--- src/rtl/soc_boot_loader_if.sv ---
// Wishbone master/slave bundle used by the boot-ROM copy engine.
// Word addressing; stb mirrors cyc in this single-beat protocol.
`ifndef WB_ADDR_W
`define WB_ADDR_W 24
`endif
`ifndef RW
`define RW 16
`endif

interface soc_boot_loader_if;
  logic                  wb_cyc;
  logic                  wb_stb;
  logic                  wb_we;
  logic [`WB_ADDR_W-1:0] wb_adr;
  logic [`RW-1:0]        wb_o_dat;
  logic [`RW-1:0]        wb_i_dat;
  logic                  wb_ack;
  logic                  wb_err;

  modport master (
    output wb_cyc,
    output wb_stb,
    output wb_we,
    output wb_adr,
    output wb_o_dat,
    input  wb_i_dat,
    input  wb_ack,
    input  wb_err
  );

  modport slave (
    input  wb_cyc,
    input  wb_stb,
    input  wb_we,
    input  wb_adr,
    input  wb_o_dat,
    output wb_i_dat,
    output wb_ack,
    output wb_err
  );
endinterface

--- src/rtl/soc_boot_loader.sv ---
// Boot loader: copies LEN words from boot ROM to RAM over Wishbone.
// One idle bus cycle separates every read and write access.
`ifndef WB_ADDR_W
`define WB_ADDR_W 24
`endif
`ifndef RW
`define RW 16
`endif

module soc_boot_loader #(
  parameter logic [`WB_ADDR_W-1:0] SRC_BASE = `WB_ADDR_W'('hffe000),
  parameter logic [`WB_ADDR_W-1:0] DST_BASE = '0,
  parameter int unsigned           LEN      = 14
) (
  input  logic               i_clk,
  input  logic               i_rst,
  input  logic               i_start,
  output logic               o_busy,
  output logic               o_done,
  output logic               o_err,
  soc_boot_loader_if.master  bus
);

  typedef enum logic [1:0] {
    IDLE,
    READ,
    WRITE,
    FINISH
  } state_t;

  localparam logic [15:0] LAST = 16'(LEN - 1);

  state_t                state_q, state_d;
  logic [15:0]           idx_q, idx_d;
  logic [`RW-1:0]        data_q, data_d;
  logic                  busy_q, busy_d;
  logic                  done_q, done_d;
  logic                  err_q, err_d;
  logic                  cyc_q, cyc_d;
  logic                  we_q, we_d;
  logic [`WB_ADDR_W-1:0] adr_q, adr_d;
  logic [`RW-1:0]        odat_q, odat_d;

  always_ff @(posedge i_clk) begin
    if (i_rst) begin
      state_q <= IDLE;
      idx_q   <= '0;
      data_q  <= '0;
      busy_q  <= 1'b0;
      done_q  <= 1'b0;
      err_q   <= 1'b0;
      cyc_q   <= 1'b0;
      we_q    <= 1'b0;
      adr_q   <= '0;
      odat_q  <= '0;
    end else begin
      state_q <= state_d;
      idx_q   <= idx_d;
      data_q  <= data_d;
      busy_q  <= busy_d;
      done_q  <= done_d;
      err_q   <= err_d;
      cyc_q   <= cyc_d;
      we_q    <= we_d;
      adr_q   <= adr_d;
      odat_q  <= odat_d;
    end
  end

  always_comb begin
    state_d = state_q;
    idx_d   = idx_q;
    data_d  = data_q;
    busy_d  = busy_q;
    done_d  = 1'b0;
    err_d   = err_q;
    cyc_d   = cyc_q;
    we_d    = we_q;
    adr_d   = adr_q;
    odat_d  = odat_q;
    unique case (state_q)
      IDLE: begin
        if (i_start) begin
          err_d  = 1'b0;
          idx_d  = '0;
          busy_d = 1'b1;
          if (LEN == 0) begin
            state_d = FINISH;
            done_d  = 1'b1;
          end else begin
            state_d = READ;
            cyc_d   = 1'b1;
            we_d    = 1'b0;
            adr_d   = SRC_BASE;
          end
        end
      end
      READ: begin
        if (!cyc_q) begin
          cyc_d = 1'b1;
          we_d  = 1'b0;
          adr_d = SRC_BASE + `WB_ADDR_W'(idx_q);
        end else if (bus.wb_err) begin
          state_d = IDLE;
          err_d   = 1'b1;
          busy_d  = 1'b0;
          cyc_d   = 1'b0;
          we_d    = 1'b0;
        end else if (bus.wb_ack) begin
          state_d = WRITE;
          data_d  = bus.wb_i_dat;
          cyc_d   = 1'b0;
        end
      end
      WRITE: begin
        if (!cyc_q) begin
          cyc_d  = 1'b1;
          we_d   = 1'b1;
          adr_d  = DST_BASE + `WB_ADDR_W'(idx_q);
          odat_d = data_q;
        end else if (bus.wb_err) begin
          state_d = IDLE;
          err_d   = 1'b1;
          busy_d  = 1'b0;
          cyc_d   = 1'b0;
          we_d    = 1'b0;
        end else if (bus.wb_ack) begin
          cyc_d = 1'b0;
          we_d  = 1'b0;
          if (idx_q == LAST) begin
            state_d = FINISH;
            done_d  = 1'b1;
          end else begin
            state_d = READ;
            idx_d   = idx_q + 16'd1;
          end
        end
      end
      FINISH: begin
        state_d = IDLE;
        busy_d  = 1'b0;
      end
    endcase
  end

  assign o_busy       = busy_q;
  assign o_done       = done_q;
  assign o_err        = err_q;
  assign bus.wb_cyc   = cyc_q;
  assign bus.wb_stb   = cyc_q;
  assign bus.wb_we    = we_q;
  assign bus.wb_adr   = adr_q;
  assign bus.wb_o_dat = odat_q;

endmodule

--- src/flat_wrapper.sv ---
// flat-port wrapper written by rule: the top's interface ports become plain ports
module soc_boot_loader_flat 
#(
  parameter logic [`WB_ADDR_W-1:0] SRC_BASE = `WB_ADDR_W'('hffe000),
  parameter logic [`WB_ADDR_W-1:0] DST_BASE = '0,
  parameter int unsigned           LEN      = 14
)
  (i_clk, i_rst, i_start, o_busy, o_done, o_err, bus_wb_cyc, bus_wb_stb, bus_wb_we, bus_wb_adr, bus_wb_o_dat, bus_wb_i_dat, bus_wb_ack, bus_wb_err);
  soc_boot_loader_if bus_i ();
  input  logic i_clk;
  input  logic i_rst;
  input  logic i_start;
  output logic o_busy;
  output logic o_done;
  output logic o_err;
  output wire logic [$bits(bus_i.wb_cyc)-1:0] bus_wb_cyc;
  output wire logic [$bits(bus_i.wb_stb)-1:0] bus_wb_stb;
  output wire logic [$bits(bus_i.wb_we)-1:0] bus_wb_we;
  output wire logic [$bits(bus_i.wb_adr)-1:0] bus_wb_adr;
  output wire logic [$bits(bus_i.wb_o_dat)-1:0] bus_wb_o_dat;
  input wire logic [$bits(bus_i.wb_i_dat)-1:0] bus_wb_i_dat;
  input wire logic [$bits(bus_i.wb_ack)-1:0] bus_wb_ack;
  input wire logic [$bits(bus_i.wb_err)-1:0] bus_wb_err;
  assign bus_wb_cyc = bus_i.wb_cyc;
  assign bus_wb_stb = bus_i.wb_stb;
  assign bus_wb_we = bus_i.wb_we;
  assign bus_wb_adr = bus_i.wb_adr;
  assign bus_wb_o_dat = bus_i.wb_o_dat;
  assign bus_i.wb_i_dat = bus_wb_i_dat;
  assign bus_i.wb_ack = bus_wb_ack;
  assign bus_i.wb_err = bus_wb_err;
  soc_boot_loader #(.SRC_BASE(SRC_BASE), .DST_BASE(DST_BASE), .LEN(LEN)) u_core (.i_clk(i_clk), .i_rst(i_rst), .i_start(i_start), .o_busy(o_busy), .o_done(o_done), .o_err(o_err), .bus(bus_i));
endmodule
--- config.mk ---
export PLATFORM = sky130hd
export DESIGN_NAME = soc_boot_loader_flat
export DESIGN_NICKNAME = d
export VERILOG_FILES = /design/src/rtl/soc_boot_loader_if.sv /design/src/rtl/soc_boot_loader.sv /design/src/flat_wrapper.sv
export SDC_FILE = /design/constraint.sdc
export NUM_CORES = 1
export LEC_CHECK = 0
export ABC_AREA = 1
export CAP_MARGIN = 25
export CORE_ASPECT_RATIO = 1.75
export CORE_MARGIN = 2
export CORE_UTILIZATION = 56
export CTS_CLUSTER_DIAMETER = 120
export DETAILED_ROUTE_END_ITERATION = 8
export PLACE_DENSITY = 0.86
export SLEW_MARGIN = 20
export SYNTH_ARGS = -nofsm -noshare
export SYNTH_HDL_FRONTEND = slang
export SYNTH_SLANG_ARGS = --single-unit
--- constraint.sdc ---
create_clock -name i_clk -period 4.2 [get_ports i_clk]
set_input_delay 0.84 -clock i_clk [delete_from_list [all_inputs] [get_ports i_clk]]
set_output_delay 0.84 -clock i_clk [all_outputs]
set_load 0.02 [all_outputs]
==> flow_summary_export.csv, run 1 <==
group,metric,value,unit
run_status,status,"complete, no violations",
power,seq_power_share,46.2,%
drt,viasPerCell,5.29,
power,combPwrFrac,21.1,%
floorplan,num_io_pins,67,
timing,setup_viol_count_final,0,
timing,finalSetupTns,0,ns
global_route,grt_max_degree,43,
final_layout,final_common_cell,"nor2_1",
global_route,grt_pass1_vias,3161,
setup_path,reg2reg_from,"u_core.state_q[0]",
synth,synth_seq_area_share,42.8,%
placed_design,dpl_cell_area,4020,µm²
clock_tree,postCtsHoldBufs,0,
power,p_int,0.00112,W
timing,maxSlewViolCount,0,
min_path,hp-start,"u_core.o_busy",
drt,antenna_left,0,
drt,drc,0,
synth,synth_top_area_share,42.8,%
global_route,grt-ovfl-total,0,
placed_design,gp_congestion,0.962,
power,swShare,30.8,%
setup_path,crit_path_cell_trace,"clkdlybuf4s50_1, buf_4, inv_1, nand2_1, o21ai_0",
clock_tree,clk_pin_slew,0.07,ns
synth,ys_types,30,
timing,relSlewSlack,39.1,%
setup_path,cp.required,4.47,ns
floorplan,placementRows,37,
setup_path,critPathTopFamily,"buffers and inverters",
power,p_leak,1.62,nW
timing,post-route-period-util,58.6,%
synth,ys_warn_count,0,
min_path,min_to,"u_core.o_busy",
clock_tree,cts_tree,"done",
timing,finalHoldViolCount,0,
floorplan,die_height,107,µm
clock_tree,cts_root_buffer,"clkbuf_8",
setup_path,rrSetupSlack,1.82,ns
synth,syn_nets,514,
synth,synth_simple_gate_area_share,28.7,%
min_path,hp-class,"register to register",
clock_tree,post_cts_buffers,0,
setup_path,rr_worst_depth,7,
synth,synth_top_family_by_area,"simple AND/OR/NAND/NOR gates",
placed_design,dp_hpwl,6160,µm
final_layout,mostFrequentLayoutCells,"nor2_1, nand2_1, dfxtp_1",
synth,synth_compound_area_share,14.5,%
placed_design,post-place-cells,601,
setup_path,cp_num_cells,5,
drt,vias,3259,
timing,fmax,406,MHz
final_layout,fin_area,4200,µm²
clock_tree,cts_buffers,9,
clock_tree,postCtsResizedCells,0,
final_layout,antenna_cells,0,
placed_design,portBuffers,66,
synth,syn_inst,484,
setup_path,critPathMaxStageDelay,0.70,ns
floorplan,coreArea,5880,µm²
job,maxCapViolations,0,
floorplan,die_w,63.1,µm
drt,drtIter0Drc,192,
timing,worst_pin_slew,0.913,ns
clock_tree,worstSkewPairLatency,0.35,ns
power,p_per_area,385,nW/µm²
final_layout,syn_to_final_growth,23.0,%
power,peakVddDrop,0.000283,V
drt,first_pass_iters,5,
final_layout,final_util,71.5,%
final_layout,layout-drive-gt1-share,6.13,%
floorplan,start_util,58.1,%
timing,hold_ws,0.461,ns
timing,clock-skew-final,0.00909,ns
clock_tree,htreeDepth,3,
drt,wl,8440,µm
synth,synth_mux_area_share,0,%
synth,synthXorXnorAreaFrac,1.03,%
synth,yosys.area_share.adder,3.30,%
synth,synth_area_per_cell,7.06,µm²
synth,yosysTopAreaCell,"dfxtp_1",
setup_path,cp-startpoint,"i_rst",
setup_path,cp-end-kind,"register",
setup_path,critical_path_class,"primary input to register",
setup_path,timing.rr.end,"u_core.bus.wb_adr[14]",
floorplan,die-area,6770,µm²
timing,fin_crit,2.46,ns
synth,synth.area.top_cells,"dfxtp_1, nor2_1, nand2_1, o21ai_0, nand3_1",
synth,ys_ff_latch,73,
setup_path,crit_buf_inv,3,
setup_path,arrival,2.73,ns
drt,wl_per_cell,13.7,µm
global_route,grt_pass1_wl,14000,µm
global_route,grtUsageTotal,26.4,%
global_route,antenna_found_initial,0,
power,power_frac_clock,32.7,%
clock_tree,clock-sinks,73,
synth,syn_area,3420,µm²
final_layout,fin_cells,616,
timing,rsz0062_at_grt,"false",
setup_path,worstSetupStartpointType,"primary input",
clock_tree,clk_path_buf_depth,2,
setup_path,crit_fanout,42,
setup_path,slowest_stage,"inv_1",
final_layout,final_nets,564,
min_path,min_path_cells,2,
power,power.switching,0.000499,W
-- worst min-delay path: cells and delay by family, from the launching register on --
kind	cells	cell delay [ns]
AO/OA/AOI/OAI	1	0.05
flip-flops	1	0.31
AND/OR/NAND/NOR	1	0.06
-- sequential cells by signal, summed over array words and instances (netlist names) --
| register | count |
|---|---|
| u_core.data_q | 16 |
| u_core.idx_q | 16 |
| u_core.bus.wb_cyc | 1 |
| u_core.o_done | 1 |
| u_core.state_q | 2 |
| u_core.bus.wb_we | 1 |
| u_core.o_err | 1 |
| u_core.bus.wb_adr | 18 |
| u_core.o_busy | 1 |
| u_core.bus.wb_o_dat | 16 |
-- routing by layer --
metal	track usage, %	part of all wire [%]	vias up
li1	-	-	1650
met2	51.1	57	104
met1	24.8	35	1477
met5	0	0	-
met3	4.60	4.4	28
met4	17.0	3.7	0
-- through the flow --
stage          total power, W  setup slack, ns
2_1_floorplan         0.00101             2.37
3_3_place_gp          0.00110             1.48
3_5_place_dp          0.00110             1.43
4_1_cts               0.00162             1.74
5_1_grt               0.00168             1.56
6_report              0.00162             1.74
-- cells in the mapped netlist --
cell / instances
o21bai_1: 2
o211ai_2: 1
buf_2: 4
clkbuf_2: 1
nand2_1: 79
o21ai_0: 49
a31oi_1: 5
buf_6: 3
o21ai_1: 2
a21oi_2: 1
xnor2_1: 1
dfxtp_1: 73
nand3_1: 35
inv_2: 3
a211oi_1: 1
clkbuf_1: 11
clkinv_1: 1
inv_1: 39
nand2_4: 4
nor2_1: 99
a21oi_1: 31
buf_1: 1
xor2_1: 3
buf_4: 9
nor3_1: 6
ha_1: 9
nand4_1: 4
nor2_2: 3
o21ai_2: 1
nand2_2: 3
-- cell families after synthesis --
kind of cell | count (synthesis)
simple gates | 233
compound gates | 93
flops | 73
fa+ha+maj | 9
xor+xnor | 4
buf+inv | 72
-- area by class of cell --
cell class                 instances  area, µm²
clock buffer                       9        124
clock inverter                     6       60.1
fill                             506       1680
inverter                          43        161
multi-input combinational        339       1620
sequential                        73       1460
tap                               78       97.6
timing repair buffer              68        676
-- power by group through the flow --
| stage | logic, W | registers [W] | clock network [W] |
|---|---|---|---|
| final | 0.000342 | 0.000748 | 0.000529 |
| after global routing | 0.000371 | 0.000752 | 0.000561 |
| after CTS | 0.000341 | 0.000748 | 0.000533 |
| after detailed placement | 0.000340 | 0.000764 | 0 |
| after global placement | 0.000334 | 0.000763 | 0 |
| after floorplan | 0.000223 | 0.000785 | 0 |
-- how the worst max path moves through the flow --
stage	slack [ns]	end
final	1.74	u_core.idx_q[12]
after global routing	1.56	u_core.idx_q[12]
after CTS	1.74	u_core.idx_q[12]
after detailed placement	1.43	u_core.idx_q[14]
after global placement	1.48	u_core.idx_q[15]
after floorplan	2.37	u_core.data_q[10]
No activity file was read; power rests on OpenSTA's default activity.
==> run 2: changes to the inputs <==
CORE_UTILIZATION = 47   (was 56)
PLACE_DENSITY = 0.77   (was 0.86)
clock period = 2.04 ns   (was 4.2 ns; I/O delays follow)
==> run 2 against run 1 <==
- routed wire length is 2.9% higher
- highest routed layer unchanged
- cell count grew 3.7%
- cell area increased by 6.4%
- combinational power increased by 120%
- flip-flop and latch count did not move
- clock skew is 0.0024 ns lower
- setup slack lost 1.6 ns
- utilization decreased by 8.8 points
- sequential power grew 110%
- first-iteration DRC count decreased by 3.6%
- critical path type is now register to output port
- global-route usage down 3.5 points
==> flow_summary_export.csv, run 2 (synthesized netlist as in run 1, its figures left out) <==
group,metric,value,unit
run_status,status,"complete, no violations",
drt,wl,8680,µm
final_layout,mostFrequentLayoutCells,"nor2_1, nand2_1, dfxtp_1",
global_route,grt_pass1_wl,13700,µm
final_layout,final_nets,578,
timing,rsz0062_at_grt,"false",
clock_tree,cts_tree,"done",
final_layout,multiInputGateArea,1630,µm²
final_layout,fin_cells,639,
floorplan,num_io_pins,67,
setup_path,crit_path_cell_trace,"clkdlybuf4s50_1",
drt,antenna_left,0,
timing,clock-skew-final,0.00668,ns
timing,relSlewSlack,67.0,%
final_layout,ff_latch_area,1460,µm²
final_layout,syn_to_final_growth,30.8,%
final_layout,fin_area,4470,µm²
setup_path,critPathTopFamily,"buffers and inverters",
timing,fmax,517,MHz
timing,worst_pin_slew,0.494,ns
min_path,hp-class,"register to register",
timing,post-route-period-util,94.9,%
setup_path,critPathMaxStageDelay,0.68,ns
drt,viasPerCell,5.21,
drt,drtIter0Drc,185,
final_layout,final_common_cell,"nor2_1",
clock_tree,cts_root_buffer,"clkbuf_16",
job,maxCapViolations,0,
drt,wl_per_cell,13.6,µm
power,peakVddDrop,0.000667,V
clock_tree,worstSkewPairLatency,0.35,ns
setup_path,worstSetupStartpointType,"register",
clock_tree,post_cts_buffers,0,
setup_path,slowest_stage,"clkdlybuf4s50_1",
power,p_leak,1.75,nW
timing,maxSlewViolCount,0,
final_layout,n_fill_cell,644,
final_layout,largest_register_ffs,18,
timing,finalHoldViolCount,0,
clock_tree,postCtsHoldBufs,0,
placed_design,dp_hpwl,6430,µm
placed_design,portBuffers,66,
global_route,antenna_found_initial,0,
setup_path,critical_path_class,"register to output port",
floorplan,die_height,117,µm
setup_path,cp-end-kind,"output port",
clock_tree,htreeDepth,3,
global_route,grt_pass1_vias,3161,
floorplan,placementRows,41,
setup_path,cp.required,1.63,ns
drt,vias,3332,
placed_design,dpl_cell_area,4150,µm²
global_route,grt_max_degree,39,
drt,first_pass_iters,5,
global_route,grt-ovfl-total,0,
clock_tree,clk_pin_slew,0.06,ns
clock_tree,clk_path_buf_depth,2,
setup_path,crit_buf_inv,1,
power,p_per_area,894,nW/µm²
timing,fin_crit,1.94,ns
placed_design,gp_congestion,0.919,
final_layout,layout-drive-gt1-share,8.68,%
clock_tree,cts_buffers,9,
placed_design,post-place-cells,623,
clock_tree,clock-sinks,73,
final_layout,antenna_cells,0,
timing,hold_ws,0.457,ns
floorplan,coreArea,7130,µm²
timing,fin_ws,0.105,ns
global_route,grtUsageTotal,22.9,%
floorplan,start_util,47.9,%
timing,finalSetupTns,0,ns
floorplan,die_w,68.5,µm
floorplan,die-area,8000,µm²
drt,drc,0,
setup_path,arrival,1.53,ns
setup_path,crit_fanout,7,
timing,setup_viol_count_final,0,
placed_design,post-place-ws,-0.000412,ns
==> run 2: changes by cell type in the layout (fill, tap and decap cells not counted), moves of 2 or more <==
cell       delta
clkinv_2      -2
clkbuf_8      -9
buf_4        +13
clkbuf_16     +9
==> run 2: worst paths after layout <==
kind / startpoint / endpoint / slack (ns) / cells after the start
worst max-delay path: u_core.bus.wb_cyc / bus_wb_cyc / 0.10 / 1
worst min-delay path: u_core.o_busy / u_core.o_busy / 0.46 / 2
worst max register to register: u_core.state_q[0] / u_core.bus.wb_adr[15] / 0.21 / 9
worst min register to register: u_core.o_busy / u_core.o_busy / 0.46 / 2
==> run 2: through the flow <==
step | util, % | total power [W]
after floorplan | - | 0.00208
after global placement | 58.2 | 0.00232
after detailed placement | 58.2 | 0.00232
after CTS | 62.6 | 0.00400
after global routing | 62.7 | 0.00412
final | 62.7 | 0.00400
==> run 2: what timing repair did <==
item,in CTS,in global routing
setup endpoints to repair,0,13
hold endpoints to repair,0,0
gates resized for setup,0,2
==> run 2: power breakdown <==
group / internal, W / switching, W
registers: 0.00149 / 0.0000496
clock network: 0.00107 / 0.000620
logic: 0.000302 / 0.000460
==> run 2: final cells by class <==
type,count,share of cell area [%]
multi-input combinational,339,36.4
sequential,73,32.7
timing repair buffer,82,17.7
clock buffer,10,5.12
inverter,43,3.64
tap,86,2.41
clock inverter,6,2.04
==> run 2: routing by layer <==
metal | part of all wire, % | track usage [%] | vias to the layer above | wire [µm]
li1 | - | - | 1687 | -
met4 | 5.7 | 16.3 | 0 | 495
met1 | 35 | 21.6 | 1495 | 3070
met3 | 5.1 | 4.68 | 42 | 439
met2 | 54 | 41.9 | 108 | 4670
met5 | 0 | 0 | - | 0
